### src/rtl/imem_pkg.sv
// Shared types and constants for the instruction memory block.
package imem_pkg;

    localparam int          IMEM_ADDR_W = 32;
    localparam logic [31:0] IMEM_NOP    = 32'h0000_0000;

    // One queued fetch response: instruction word plus error flag.
    typedef struct packed {
        logic [31:0] data;
        logic        err;
    } imem_rsp_t;

    // Width of the word index for a memory of the given depth.
    function automatic int imem_idx_w(input int depth);
        return $clog2(depth);
    endfunction

endpackage

### src/rtl/imem_rsp_fifo.sv
// Response FIFO: RSP_DEPTH entries of imem_rsp_t. Pointers wrap modulo
// RSP_DEPTH (any depth, not only powers of two) and the occupancy is kept
// in its own register, so full and empty never need pointer comparison.
module imem_rsp_fifo
    import imem_pkg::*;
#(
    parameter int RSP_DEPTH = 2,
    localparam int PW = (RSP_DEPTH > 1) ? $clog2(RSP_DEPTH) : 1,
    localparam int CW = $clog2(RSP_DEPTH + 1)
) (
    input  logic          clk_i,
    input  logic          rst_i,
    input  logic          push_i,
    input  imem_rsp_t     wdata_i,
    input  logic          pop_i,
    output imem_rsp_t     rdata_o,
    output logic [CW-1:0] count_o,
    output logic          full_o,
    output logic          empty_o
);

    imem_rsp_t     store_q [RSP_DEPTH];
    logic [PW-1:0] wr_ptr_q, wr_ptr_d;
    logic [PW-1:0] rd_ptr_q, rd_ptr_d;
    logic [CW-1:0] count_q, count_d;
    logic          push_ok, pop_ok;

    function automatic logic [PW-1:0] ptr_inc(input logic [PW-1:0] p);
        return (p == PW'(RSP_DEPTH - 1)) ? '0 : p + 1'b1;
    endfunction

    assign full_o  = (count_q == CW'(RSP_DEPTH));
    assign empty_o = (count_q == '0);
    assign count_o = count_q;
    assign rdata_o = store_q[rd_ptr_q];
    assign push_ok = push_i && !full_o;
    assign pop_ok  = pop_i && !empty_o;

    // Next pointer and occupancy values.
    always_comb begin
        wr_ptr_d = wr_ptr_q;
        rd_ptr_d = rd_ptr_q;
        count_d  = count_q;
        if (push_ok) wr_ptr_d = ptr_inc(wr_ptr_q);
        if (pop_ok)  rd_ptr_d = ptr_inc(rd_ptr_q);
        case ({push_ok, pop_ok})
            2'b10:   count_d = count_q + 1'b1;
            2'b01:   count_d = count_q - 1'b1;
            default: count_d = count_q;
        endcase
    end

    // Pointer and occupancy registers; reset empties the queue.
    always_ff @(posedge clk_i) begin
        if (rst_i) begin
            wr_ptr_q <= '0;
            rd_ptr_q <= '0;
            count_q  <= '0;
        end else begin
            wr_ptr_q <= wr_ptr_d;
            rd_ptr_q <= rd_ptr_d;
            count_q  <= count_d;
        end
    end

    // Entry storage; no reset needed since entries are only read when valid.
    always_ff @(posedge clk_i) begin
        if (push_ok && !rst_i) store_q[wr_ptr_q] <= wdata_i;
    end

endmodule

### src/rtl/imem_sync_rd.sv
// Synchronous-read instruction memory with valid/ready request and response
// channels. The word is looked up in the acceptance cycle and lands in the
// response FIFO on the following edge. A credit counter bounds outstanding
// requests to the FIFO depth so a stalled consumer never loses a word.
// Optional load port enabled by defining IMEM_LOAD_EN.
module imem_sync_rd
    import imem_pkg::*;
#(
    parameter int    DEPTH     = 128,
    parameter int    RSP_DEPTH = 2,
    parameter string INIT_FILE = ""
) (
    input  logic                   Clk,
    input  logic                   Reset,
    input  logic                   ReqValid,
    output logic                   ReqReady,
    input  logic [IMEM_ADDR_W-1:0] ReqAddr,
    output logic                   RspValid,
    input  logic                   RspReady,
    output logic [31:0]            RspData,
    output logic                   RspErr
`ifdef IMEM_LOAD_EN
    ,
    input  logic                   LoadEn,
    input  logic [IMEM_ADDR_W-1:0] LoadAddr,
    input  logic [31:0]            LoadData
`endif
);

    localparam int          IW         = imem_idx_w(DEPTH);
    localparam int          CRW        = $clog2(RSP_DEPTH + 1);
    localparam logic [31:0] ADDR_LIMIT = 32'(DEPTH * 4);

    typedef logic [31:0] word_arr_t [DEPTH];

    // Power-up image: each word holds its byte address.
    function automatic word_arr_t init_image();
        word_arr_t img;
        for (int i = 0; i < DEPTH; i++) img[i] = 32'(i * 4);
        return img;
    endfunction

    word_arr_t mem_q = init_image();

    logic [CRW-1:0] credits_q, credits_d;
    imem_rsp_t      rd_rsp, head_rsp, last_q;
    logic [CRW-1:0] fifo_count;
    logic           fifo_full, fifo_empty;
    logic           accept, pop, in_range;
    logic [IW-1:0]  rd_idx;

    assign ReqReady = (credits_q != '0);
    assign accept   = ReqValid && ReqReady;
    assign RspValid = !fifo_empty;
    assign pop      = RspValid && RspReady;

    assign rd_idx   = ReqAddr[IW+1:2];
    assign in_range = (ReqAddr < ADDR_LIMIT);

    // Lookup and error classification; out-of-range returns a NOP.
    always_comb begin
        rd_rsp.data = in_range ? mem_q[rd_idx] : IMEM_NOP;
        rd_rsp.err  = !in_range || (ReqAddr[1:0] != 2'b00);
    end

    // Credits: one consumed per accept, one returned per pop.
    always_comb begin
        credits_d = credits_q;
        case ({accept, pop})
            2'b10:   credits_d = credits_q - 1'b1;
            2'b01:   credits_d = credits_q + 1'b1;
            default: credits_d = credits_q;
        endcase
    end

    // Credit and last-presented-response registers.
    always_ff @(posedge Clk) begin
        if (Reset) begin
            credits_q <= CRW'(RSP_DEPTH);
            last_q    <= '0;
        end else begin
            credits_q <= credits_d;
            if (RspValid) last_q <= head_rsp;
        end
    end

    imem_rsp_fifo #(.RSP_DEPTH(RSP_DEPTH)) u_fifo (
        .clk_i   (Clk),
        .rst_i   (Reset),
        .push_i  (accept),
        .wdata_i (rd_rsp),
        .pop_i   (pop),
        .rdata_o (head_rsp),
        .count_o (fifo_count),
        .full_o  (fifo_full),
        .empty_o (fifo_empty)
    );

    // Present the FIFO head; hold the last presented word while empty.
    always_comb begin
        RspData = RspValid ? head_rsp.data : last_q.data;
        RspErr  = RspValid ? head_rsp.err  : last_q.err;
    end

    // Credits and FIFO occupancy always sum to the FIFO depth.
    always_ff @(posedge Clk) begin
        if (!Reset) begin
            assert (int'(credits_q) + int'(fifo_count) == RSP_DEPTH);
            assert (!(fifo_full && ReqReady));
        end
    end

`ifdef IMEM_LOAD_EN
    // Load port: writes take effect at the edge, so same-cycle reads see old data.
    always_ff @(posedge Clk) begin
        if (LoadEn && (LoadAddr < ADDR_LIMIT)) mem_q[LoadAddr[IW+1:2]] <= LoadData;
    end
`endif

endmodule

### config.mk
export PLATFORM = sky130hd
export DESIGN_NAME = imem_sync_rd
export DESIGN_NICKNAME = d
export VERILOG_FILES = /design/src/rtl/imem_pkg.sv /design/src/rtl/imem_rsp_fifo.sv /design/src/rtl/imem_sync_rd.sv
export SDC_FILE = /design/constraint.sdc
export NUM_CORES = 1
export LEC_CHECK = 0
export BUFFER_PORTS_ARGS = -buffer_cell sky130_fd_sc_hd__buf_4
export CORE_MARGIN = 2
export CORE_UTILIZATION = 41
export CTS_CLUSTER_DIAMETER = 150
export DETAILED_ROUTE_END_ITERATION = 10
export PLACE_DENSITY = 0.75
export REMOVE_ABC_BUFFERS = 1
export SLEW_MARGIN = 20
export SYNTH_ARGS = -nofsm -noshare
export SYNTH_HDL_FRONTEND = slang
export SYNTH_MEMORY_MAX_BITS = 65536
export SYNTH_SLANG_ARGS = --single-unit
### constraint.sdc
create_clock -name Clk -period 1.9 [get_ports Clk]
set_clock_uncertainty 0.05 [all_clocks]
set_input_delay 0 -clock Clk [delete_from_list [all_inputs] [get_ports Clk]]
set_output_delay 0 -clock Clk [all_outputs]
set_load 0.01 [all_outputs]
Yosys cells after proc, flatten, opt, wreduce, memory -nomap -nowiden
Memories as Yosys holds them, arrays and structs flattened. A register that Yosys moved wholly into a read port is not among the register bits. Index checks and enable logic that the tools add are counted.

Add/subtract/negate cells: 6. Order comparisons: 1. Equal/unequal tests: 5. Multiplexer cells: 11. Reductions and logical operators: 15.

Operators by type and width (number): 2-to-1 mux 32 bit (2); less-than comparator 32 x 10 -> 1 bit, second input constant (1); case mux 2 bit (2 select lines) (2); nonzero test 2 bit (4); 2-to-1 mux 1 bit (7); == test 2 bit, second input constant (3); logical AND 1 bit (5); adder 2 x 1 -> 2 bit, second input constant (2); == test 2 x 1 -> 1 bit, second input constant (2); logical NOT 1 bit (4); subtractor 2 x 1 -> 2 bit, second input constant (2); adder 1 bit, second input constant (2); logical NOT 2 bit (1); logical OR 1 bit (1).

Register bits after elaboration: 39. Bits in writable memories: 66. Bits in read-only memories: 896. Input port bits: 36. Output and inout bits: 35. Word-level logic and storage cells: 46. Memories kept: 2.

Memory list: mem_q (words 128, width 7, read ports 1, clocked after memory_dff 0, write ports 0, line imem_sync_rd.sv:43) `word_arr_t mem_q = init_image();`; u_fifo.store_q (words 2, width 33, read ports 1, clocked after memory_dff 1, write ports 1, line imem_rsp_fifo.sv:22) `imem_rsp_t store_q [RSP_DEPTH];`.

Logic depth before layout (Yosys ltp)
Gate-level depths: netlist of run 1.

Depth after elaboration: 6. Gate-level depth with buffers: 6. Depth with buffers taken out: 6.

Cells and area by module
A second synthesis of run 1 with hierarchy kept.

Cell total of the unflattened synthesis: 267. Area total of the unflattened synthesis: 4107.7 µm².

Modules (own cells, without submodules): imem_rsp_fifo (times used 1, cells each 128, area an instance 2595.0 µm², seq. area each 2082.0 µm²); imem_sync_rd (times used 1, cells each 139, area an instance 1512.7 µm², seq. area each 700.7 µm²).

Worst setup path after synthesis of run 1
OpenSTA, ideal clock, no wires.

Kind: register to register. From: register credits_q[0]. To: memory u_fifo.store_q[1][0] (netlist name), enable pin. Library setup time: 0.385 ns. Arrival: 1.351 ns. Data required time: 1.465 ns. Slack: 0.114 ns. Cell stages (with the launch flop): 4. Path buffers: 0. Clock period less this slack: 1.786 ns. Cells stage by stage: dfxtp_1 o21ai_0 a21o_1 nor3b_1.

Longest elaborated chain between the ends: 6.

RTL lines: start: declaration (line imem_sync_rd.sv:45) `logic [CRW-1:0] credits_q, credits_d;`; start signal: assignment (line imem_sync_rd.sv:79) `credits_q <= CRW'(RSP_DEPTH);`; start signal: assignment (line imem_sync_rd.sv:82) `credits_q <= credits_d;`; nonzero test 2 bit (line imem_sync_rd.sv:52) `assign ReqReady = (credits_q != '0);`; logical AND 1 bit (line imem_sync_rd.sv:53) `assign accept = ReqValid && ReqReady;`; logical AND 1 bit (line imem_rsp_fifo.sv:36) `assign push_ok = push_i && !full_o;`; logical AND 1 bit (line imem_rsp_fifo.sv:68) `if (push_ok && !rst_i) store_q[wr_ptr_q] <= wdata_i;`; 2-to-1 mux 1 bit (line imem_rsp_fifo.sv:68); 2-to-1 mux 1 bit (implied by the code) (line imem_rsp_fifo.sv:68); end: declaration (line imem_rsp_fifo.sv:22).

No other way between the ends.

Worst setup path after layout of run 1
From: register u_fifo.count_q[1], in the netlist u_fifo.count_o[1]. To: register credits_q[1].

Longest elaborated chain between the ends: 5. Elaborated cells on any way between the ends: 7. Classes of those cells: 2 x eq/ne; 1 x mux; 4 x reduce/logical.

RTL lines: start: declaration (line imem_rsp_fifo.sv:25) `logic [CW-1:0] count_q, count_d;`; start signal: assignment (line imem_rsp_fifo.sv:62) `count_q <= count_d;`; logical NOT 2 bit (*) (line imem_rsp_fifo.sv:33) `assign empty_o = (count_q == '0);`; logical NOT 1 bit (*) (line imem_sync_rd.sv:54) `assign RspValid = !fifo_empty;`; logical AND 1 bit (*) (line imem_sync_rd.sv:55) `assign pop = RspValid && RspReady;`; == test 2 x 1 -> 1 bit or == test 2 bit (tied branches) (line imem_sync_rd.sv:69) `case ({accept, pop})`; case mux 2 bit (2 select lines) or nonzero test 2 bit (tied branches).

Mark *: on every way between the ends. The rest lies on a longest branch, timed or not. A chain may end at the register's enable or synchronous reset.

==> results of run 1 <==
## cells in the mapped netlist (all sizes together)
| cell type | instances |
|---|---|
| a211oi | 8 |
| a21o | 1 |
| a21oi | 9 |
| and3 | 7 |
| and4 | 1 |
| buf | 29 |
| clkbuf | 3 |
| conb | 1 |
| dfxtp | 15 |
| edfxtp | 16 |
| ha | 2 |
| inv | 2 |
| mux2 | 1 |
| mux2i | 8 |
| nand3 | 1 |
| nor2 | 15 |
| nor2b | 1 |
| nor3 | 3 |
| nor3b | 1 |
| nor4 | 3 |
| o21ai | 4 |
| or2 | 2 |
| or3 | 1 |
| or3b | 1 |
| or4 | 2 |
| xnor2 | 1 |
| xor2 | 4 |
## layer usage
metal | wire [µm] | global-route usage [%] | share of wire (%) | vias to the layer above
li1 | - | - | - | 557
met5 | 0 | 0 | 0 | -
met1 | 1080 | 14.4 | 41 | 482
met3 | 200 | 3.13 | 7.6 | 2
met4 | 27 | 7.98 | 1.0 | 0
met2 | 1320 | 23.7 | 50 | 48
## through the flow
stage,std cells,power (mW),hold WS [ps],cell area [µm²]
floorplan,134,1.67,19.1,1390
global placement,231,2.11,259,1820
detailed placement,231,2.15,263,1820
CTS,242,2.62,2.50,1940
global route,242,2.78,12.0,1940
finish,242,2.60,17.2,1940
## final cells by class
cell class | instances | area, µm²
Multi-Input combinational cell | 101 | 606
Fill cell | 349 | 1670
Inverter | 2 | 7.51
Sequential cell | 31 | 781
Clock buffer | 7 | 76.3
Timing Repair Buffer | 53 | 408
Tap cell | 48 | 60.1
## state kept, by name, indices dropped and copies added (netlist names), named ones only
name / count
u_fifo.wr_ptr_q: 1
u_fifo.rd_ptr_q: 1
u_fifo.store_q: 16
credits_q: 2
u_fifo.count_o: 2
last_q: 8
## cells in the final DEF, fill, tap and decap left out, drive strengths merged
master       synthesis  routed
xnor2                1       1
or4                  2       2
o21ai                4       4
clkbuf               3       7
ha                   2       2
dfxtp               15      15
and3                 7       7
nor3b                1       1
buf                 29      49
dlygate4sd3          0       4
a21oi                9       9
xor2                 4       4
conb                 1      25
or2                  2       2
or3                  1       1
nor2b                1       1
nor3                 3       3
a211oi               8       8
inv                  2       2
nor4                 3       3
and4                 1       1
nor2                15      15
mux2                 1       1
edfxtp              16      16
or3b                 1       1
mux2i                8       8
a21o                 1       1
nand3                1       1
## kinds of logic after synthesis
| group | share of synthesized area, % |
|---|---|
| fa+ha+maj | 1.64 |
| buf+inv | 15.0 |
| flops | 51.2 |
| mux | 5.99 |
| other cells | 0.246 |
| simple gates | 14.4 |
| compound gates | 8.70 |
| xor+xnor | 2.87 |
## where the power goes
part	leakage [nW]	internal (mW)	switching [mW]
clock network	0.0383	0.251	0.205
registers	0.266	0.891	0.0994
logic	0.541	0.558	0.591
total	0.845	1.70	0.895
## what timing repair did
action	CTS	global route
hold buffers	4	0
endpoints found under the setup margin	0	9
gates resized for setup	0	2
hold endpoints to repair	14	0
## how the worst max path moves through the flow
stage | startpoint | depth (start not counted) | to | slack (ps)
after detailed placement | u_fifo.count_o[1] | 5 | credits_q[1] | 130
final | u_fifo.count_o[1] | 5 | credits_q[1] | 190
after global routing | u_fifo.count_o[1] | 6 | credits_q[1] | 40
after global placement | u_fifo.count_o[1] | 6 | credits_q[1] | 170
after CTS | u_fifo.count_o[0] | 5 | RspData[7] | 40
after floorplan | credits_q[0] | 3 | u_fifo.store_q[1][0] | 110
==> results.json, run 1 <==
{
  "coreArea_um2": 3610,
  "antenna_found_initial": 0,
  "setup_violations": 0,
  "hold_viol": 0,
  "viasPerCell": 4.50,
  "clock_path_buffers": 2,
  "cts_max_level": 2,
  "synth_seq_cells": 31,
  "drt_wl_total_um": 2630,
  "post-route-min-period_ps": 1710,
  "ys_seq_area_share_pct": 51.2,
  "path_cells": "o21ai_1 > inv_1 > ha_1 > o21ai_0 > or3b_2",
  "yosysWarnings": 0,
  "period_share_pct": 90.2,
  "crit_fanout": 5,
  "cp.arrival_ps": 1810,
  "r2r_cells": 5,
  "syn_inst": 142,
  "io_pins": 71,
  "critPathTopFamily": "simple AND/OR/NAND/NOR gates",
  "cts_tree": "yes",
  "numPortBuffers": 45,
  "fin_util_pct": 53.7,
  "cts.sinks": 31,
  "min_to": "u_fifo.store_q[1][6]",
  "cp-start-kind": "flop",
  "clk_pin_slew_worst_paths_ps": 60,
  "cpMaxStageDelayCell": "or3b_2",
  "synth_area_leaders": "edfxtp_1, dfxtp_1, buf_4, mux2i_1, a211oi_1",
  "critPathRequiredTime_ps": 2000,
  "drc": 0,
  "status": "finished clean",
  "slowest_delay_ps": 450,
  "cap_violations": 0,
  "die_w_um": 65.0,
  "die_h_um": 65.0,
  "path_class": "reg2reg",
  "drt_first_pass_iters": 4,
  "place.gp.congestion": 0.662,
  "dieArea_um2": 4220,
  "netlist.area_leader.share_pct": 31.5,
  "cp.buffers_inverters": 1,
  "reg2reg_to": "credits_q[1]",
  "drtIter0Drc": 20,
  "synth_area_per_cell_um2": 10.7,
  "rsz0062_at_grt": "no",
  "drive_gt1_share_pct": 31.4,
  "clockRootBuffer": "clkbuf_8",
  "reg2reg_from": "u_fifo.count_o[1]",
  "worst_skew_pair.late_latency_ps": 270,
  "avgRoutedWirePerCell_um": 10.9,
  "ir_drop_mv": 0.416,
  "powerDensity_nw_per_um2": 1340,
  "finalMaxSlewViolations": 0,
  "grt_overflow": 0,
  "leakagePower_nw": 0.845,
  "synth_cell_types": 32,
  "cts_buffers": 5,
  "cts_setup_buffers": 0,
  "place_hpwl_um": 1990,
  "min_from": "ReqAddr[5]",
  "areaGrowthSynthToFinish_pct": 27.1,
  "holdCritPathClass": "in2reg",
  "netlist_area_um2": 1530,
  "setup_slack_ps": 186,
  "hold_path_depth": 2,
  "grt_max_degree": 26,
  "grt_usage_pct": 13.4,
  "ant_nets": 0,
  "setup.worst_path.end_class": "flop",
  "nNetsFinal": 232,
  "setup_tns_ps": 0,
  "post-place-ws_ps": 125,
  "rows": 22,
  "start_util_pct": 42.3,
  "num_antenna_cells": 0,
  "reg2reg_slack_ps": 190,
  "vias": 1089,
  "grt_pass1_vias": 1035,
  "synth.largest_area_cell": "edfxtp_1",
  "grt_pass1_wl_um": 4240,
  "max_freq_ghz": 0.584
}
Note: power is estimated with default switching activity, not from simulation.
==> run 2: changes to the inputs <==
==> constraint.sdc (replaced) <==
create_clock -name Clk -period 1.9 [get_ports Clk]
set_clock_uncertainty 0.05 [all_clocks]
set_input_delay 0.19 -clock Clk [delete_from_list [all_inputs] [get_ports Clk]]
set_output_delay 0.19 -clock Clk [all_outputs]
set_load 0.01 [all_outputs]
==> run 2 against run 1 <==
- sequential share of layout area is 0.078 points higher
- wire length is 1.1% lower
- largest cell class unchanged
- power is 7.6% higher
- hold slack better by 140 ps
- clock power is 46% higher
==> results.json, run 2 (synthesized netlist as in run 1, its figures left out) <==
{
  "critPathRequiredTime_ps": 2010,
  "hold_viol": 0,
  "clock_path_buffers": 2,
  "place_hpwl_um": 1900,
  "regMostFlops": "u_fifo.store_q",
  "cp-start-kind": "flop",
  "drtIter0Drc": 51,
  "holdCritPathClass": "in2reg",
  "post-place-ws_ps": 112,
  "worst_skew_pair.late_latency_ps": 280,
  "grt_overflow": 0,
  "ir_drop_mv": 0.543,
  "status": "finished clean",
  "grt_pass1_vias": 1010,
  "largest_reg_flops": 16,
  "coreArea_um2": 3610,
  "top_regs": "u_fifo.store_q (16), last_q (8)",
  "drt_wl_total_um": 2600,
  "ant_nets": 0,
  "grt_max_degree": 26,
  "drc": 0,
  "drt_first_pass_iters": 4,
  "clk_pin_slew_worst_paths_ps": 60,
  "die_w_um": 65.0,
  "dieArea_um2": 4220,
  "setup_tns_ps": 0,
  "power_mw": 2.79,
  "rows": 22,
  "vias": 1102,
  "rsz0062_at_grt": "no",
  "start_util_pct": 42.3,
  "setup_slack_ps": 112,
  "nNetsFinal": 227,
  "cts_tree": "yes",
  "crit_fanout": 5,
  "num_antenna_cells": 0,
  "viasPerCell": 4.63,
  "avgRoutedWirePerCell_um": 10.9,
  "antenna_found_initial": 0,
  "reg2reg_slack_ps": 110,
  "areaGrowthSynthToFinish_pct": 26.8,
  "cap_violations": 0,
  "cts_max_level": 2,
  "fillers": 337,
  "period_share_pct": 94.1,
  "powerDensity_nw_per_um2": 1440,
  "cp.arrival_ps": 1900,
  "cts_buffers": 5,
  "mostFrequentLayoutCells": "buf_4, conb_1, edfxtp_1, dfxtp_1, nor2_1",
  "die_h_um": 65.0,
  "setup.worst_path.end_class": "flop",
  "setup_violations": 0,
  "post-route-min-period_ps": 1790,
  "grt_pass1_wl_um": 4380,
  "grt_usage_pct": 14.0,
  "io_pins": 71,
  "max_freq_ghz": 0.559,
  "leakagePower_nw": 0.844,
  "drive_gt1_share_pct": 33.2,
  "numPortBuffers": 45,
  "place.gp.congestion": 0.773,
  "path_class": "reg2reg",
  "cts.sinks": 31,
  "clockRootBuffer": "clkbuf_8",
  "final_common_cell": "buf_4",
  "finalMaxSlewViolations": 0
}
[run 2: cell count changes in the layout (fill, tap and decap cells not counted), sizes merged]
cell and change:
clkinv +1, clkbuf -1, dlygate4sd3 -4, bufinv +1, buf -1
[run 2: repair_timing]
action                                  CTS  global route
gates cloned                              0             0
hold buffers                              0             0
endpoints found under the setup margin    8             2
resized for setup                         1             2
buffers inserted                          0             0
[run 2: worst paths after layout]
path	cells past startpoint	from	to
max reg2reg	6	u_fifo.count_o[0]	credits_q[1]
min	3	ReqAddr[0]	u_fifo.store_q[0][0]
max	6	u_fifo.count_o[0]	credits_q[1]
min reg2reg	2	u_fifo.rd_ptr_q	u_fifo.rd_ptr_q
[run 2: report_power, final]
| part | leakage [nW] | total (mW) | internal, mW | switching, mW |
|---|---|---|---|---|
| sequential | 0.266 | 0.999 | 0.891 | 0.109 |
| clock | 0.0612 | 0.666 | 0.424 | 0.242 |
| combinational | 0.518 | 1.13 | 0.553 | 0.577 |
[run 2: final cells by class]
type                       instances  area [µm²]  area share, %
clock buffer                       6        82.6           4.27
clock inverter                     2        35.0           1.81
inverter                           2        7.51          0.388
multi-input combinational        101         608           31.4
sequential                        31         781           40.4
tap                               48        60.1           3.10
timing repair buffer              48         360           18.6
[run 2: metal layers]
| metal | up-vias | wire length (µm) | GRT usage [%] |
|---|---|---|---|
| li1 | 550 | - | - |
| met4 | 0 | 73 | 10.4 |
| met2 | 54 | 1240 | 20.9 |
| met1 | 491 | 1050 | 16.9 |
| met5 | - | 0 | 0 |
| met3 | 7 | 229 | 4.34 |
[run 2: per-stage QoR]
stage / instances / area (µm²) / hold slack, ps / util (%)
3_5_place_dp: 230 / 1810 / 448 / 50.3
5_1_grt: 238 / 1930 / 180 / 53.6
4_1_cts: 238 / 1930 / 149 / 53.6
3_3_place_gp: 230 / 1810 / 440 / 50.3
2_1_floorplan: 134 / 1390 / 209 / -
6_report: 238 / 1930 / 153 / 53.6
[run 2: critical path, stage by stage, from the launching register on]
cell and delay (ps):
dfxtp_1 350, o21ai_1 170, inv_1 90, ha_1 210
xor2_1 160, o21ai_0 180, or3b_2 460
==> run 3: changes to the inputs <==
Settings changed: ABC_AREA set to 1, CORE_UTILIZATION 41 to 42.
==> run 3 against run 2 <==
- fmax up 7.2%
- die area grew 4.7%
- wire length up 3.5%
- via count increased by 12%
- largest cell class unchanged
- largest power group unchanged
- highest routed layer unchanged
==> results.json, run 3 <==
{
  "status": "finished clean",
  "synth_edf_count": 16,
  "ir_drop_mv": 0.555,
  "setup_tns_ps": 0,
  "power_mw": 2.56,
  "clockRootBuffer": "clkbuf_8",
  "post-place-ws_ps": 237,
  "drt_first_pass_iters": 4,
  "cpMaxStageDelayCell": "dfxtp_1",
  "place.gp.congestion": 0.786,
  "stdcell_count": 295,
  "dieArea_um2": 4420,
  "cts_tree": "yes",
  "die_w_um": 66.5,
  "grt_use_met1_pct": 14.8,
  "grt_pass1_wl_um": 4360,
  "holdCritPathClass": "in2reg",
  "rows": 22,
  "num_antenna_cells": 0,
  "synth_area_per_cell_um2": 8.33,
  "crit_fanout": 12,
  "top_regs": "u_fifo.store_q (16), last_q (8)",
  "p_seq_share_pct": 36.6,
  "path_class": "reg2reg",
  "antenna_found_initial": 0,
  "viasPerCell": 4.20,
  "synth.largest_area_cell": "edfxtp_1",
  "vias": 1238,
  "async_reset_ff_share_pct": 0,
  "ant_nets": 0,
  "die_h_um": 66.5,
  "leakagePower_nw": 1.01,
  "period_share_pct": 87.8,
  "synth_cell_types": 25,
  "slowest_delay_ps": 330,
  "numPortBuffers": 45,
  "synth_area_leaders": "edfxtp_1, dfxtp_1, nand2_1, buf_4, nor2_1",
  "netlist_area_um2": 1640,
  "clkPwrFrac_pct": 23.8,
  "r2r_cells": 8,
  "worst_skew_pair.late_latency_ps": 280,
  "start_util_pct": 44.1,
  "clock_path_buffers": 2,
  "ff_latch_area_um2": 781,
  "mostFrequentLayoutCells": "nand2_1, buf_4, conb_1, nor2_1, inv_1",
  "synth_common_cells": "nand2_1, buf_4, nor2_1, inv_1, edfxtp_1",
  "reg2reg_to": "u_fifo.count_o[1]",
  "setup_violations": 0,
  "drt_wl_total_um": 2690,
  "grt_overflow": 0,
  "hold_path_depth": 2,
  "ys_seq_area_share_pct": 47.6,
  "netlist.area_leader.share_pct": 29.3,
  "regMostFlops": "u_fifo.store_q",
  "hold_viol": 0,
  "design_area_um2": 2030,
  "largest_reg_flops": 16,
  "rsz0062_at_grt": "no",
  "cp.buffers_inverters": 2,
  "grt_max_degree": 13,
  "synth_seq_cells": 31,
  "gr-max-usage-layer": "met2",
  "fin_util_pct": 54.5,
  "post-route-min-period_ps": 1670,
  "place_hpwl_um": 2160,
  "synth_ff_type": "edfxtp_1",
  "avgRoutedWirePerCell_um": 9.13,
  "drive_gt1_share_pct": 25.9,
  "cts_buffers": 5,
  "switchingPower_mw": 0.889,
  "min_from": "Reset",
  "grt_usage_pct": 13.4,
  "io_pins": 71,
  "min_to": "last_q[3]",
  "path_cells": "inv_2 > nand2_8 > nand2_4 > inv_1 > ha_1 > or2_2 > a21oi_1 > nor2_1",
  "cp-start-kind": "flop",
  "multi_input_area_um2": 653,
  "cts_max_level": 2,
  "clk_pin_slew_worst_paths_ps": 60,
  "cap_violations": 0,
  "whs_ps": 103,
  "cts.sinks": 31,
  "grtUsageMet2_pct": 22.9,
  "swShare_pct": 34.7,
  "areaGrowthSynthToFinish_pct": 23.5,
  "cts_hold_buf": 0,
  "fillers": 354,
  "syn_inst": 197,
  "critPathRequiredTime_ps": 2020,
  "reg2reg_slack_ps": 230,
  "max_freq_ghz": 0.600,
  "drc": 0,
  "final_common_cell": "nand2_1",
  "finalMaxSlewViolations": 0,
  "yosysWarnings": 0,
  "grt_pass1_vias": 1096,
  "placed_area_um2": 1920,
  "cts_resized": 0,
  "synth.most_common_cell": "nand2_1",
  "drtIter0Drc": 64,
  "setup.worst_path.end_class": "flop",
  "place_inst": 287,
  "cp.arrival_ps": 1790,
  "reg2reg_from": "u_fifo.count_o[0]",
  "p_int_mw": 1.67,
  "critPathTopFamily": "simple AND/OR/NAND/NOR gates",
  "comb_power_share_pct": 39.6,
  "setup_slack_ps": 233,
  "cts_setup_buffers": 0,
  "nNetsFinal": 284,
  "use_met3_pct": 4.73,
  "coreArea_um2": 3720,
  "powerDensity_nw_per_um2": 1270
}
run 3: cell count changes after synthesis, sizes merged, moves of 3 or more:
cell,change
nand3,+12
nor2,+8
and3,-7
inv,+17
clkbuf,-3
xor2,-4
nor4,-3
a211oi,-8
a21oi,+5
mux2i,-8
nand4,+3
nand2,+55
run 3: logic make-up (layout without fill, tap and decap cells):
logic type	after synthesis	in the layout	synth area share, %
buffers and inverters	48	74	18.1
flip-flops	31	31	47.6
AND/OR/NAND/NOR	97	97	26.7
other	1	25	0.229
AO/OA/AOI/OAI	18	18	5.87
adder cells (fa/ha/maj)	2	2	1.53
run 3: worst reg2reg max path: stages, from the launching register on:
cell and delay (ps):
dfxtp_1 330, inv_2 210, nand2_8 110, nand2_4 80, inv_1 60, ha_1 200
or2_2 300, a21oi_1 160, nor2_1 60
run 3: final cells by class:
| class | count | area share [%] |
|---|---|---|
| Inverter | 20 | 3.89 |
| Clock inverter | 3 | 1.91 |
| Tap cell | 48 | 2.96 |
| Clock buffer | 5 | 3.40 |
| Timing Repair Buffer | 46 | 17.0 |
| Multi-Input combinational cell | 142 | 32.2 |
| Sequential cell | 31 | 38.5 |
run 3: how the worst max path moves through the flow:
stage	startpoint	end	slack, ps	cells past startpoint
6_report	u_fifo.count_o[0]	u_fifo.count_o[1]	230	8
3_5_place_dp	u_fifo.count_o[0]	u_fifo.count_o[1]	240	8
5_1_grt	u_fifo.count_o[0]	u_fifo.count_o[1]	140	8
4_1_cts	u_fifo.count_o[0]	u_fifo.count_o[1]	230	8
3_3_place_gp	u_fifo.count_o[0]	u_fifo.count_o[1]	310	8
2_1_floorplan	u_fifo.count_o[0]	u_fifo.store_q[1][0]	250	4
run 3: layer usage:
layer / vias up / wire length, µm
met1: 507 / 1120
li1: 674 / -
met5: - / 0
met4: 0 / 59
met2: 51 / 1290
met3: 6 / 225
run 3: power groups by stage:
stage | Clock (mW) | Combinational [mW] | Sequential (mW)
after floorplan | 0 | 0.653 | 0.934
after global placement | 0 | 1.01 | 0.951
after detailed placement | 0 | 1.03 | 0.954
after CTS | 0.624 | 1.03 | 0.941
after global routing | 0.651 | 1.15 | 0.956
final | 0.610 | 1.02 | 0.938
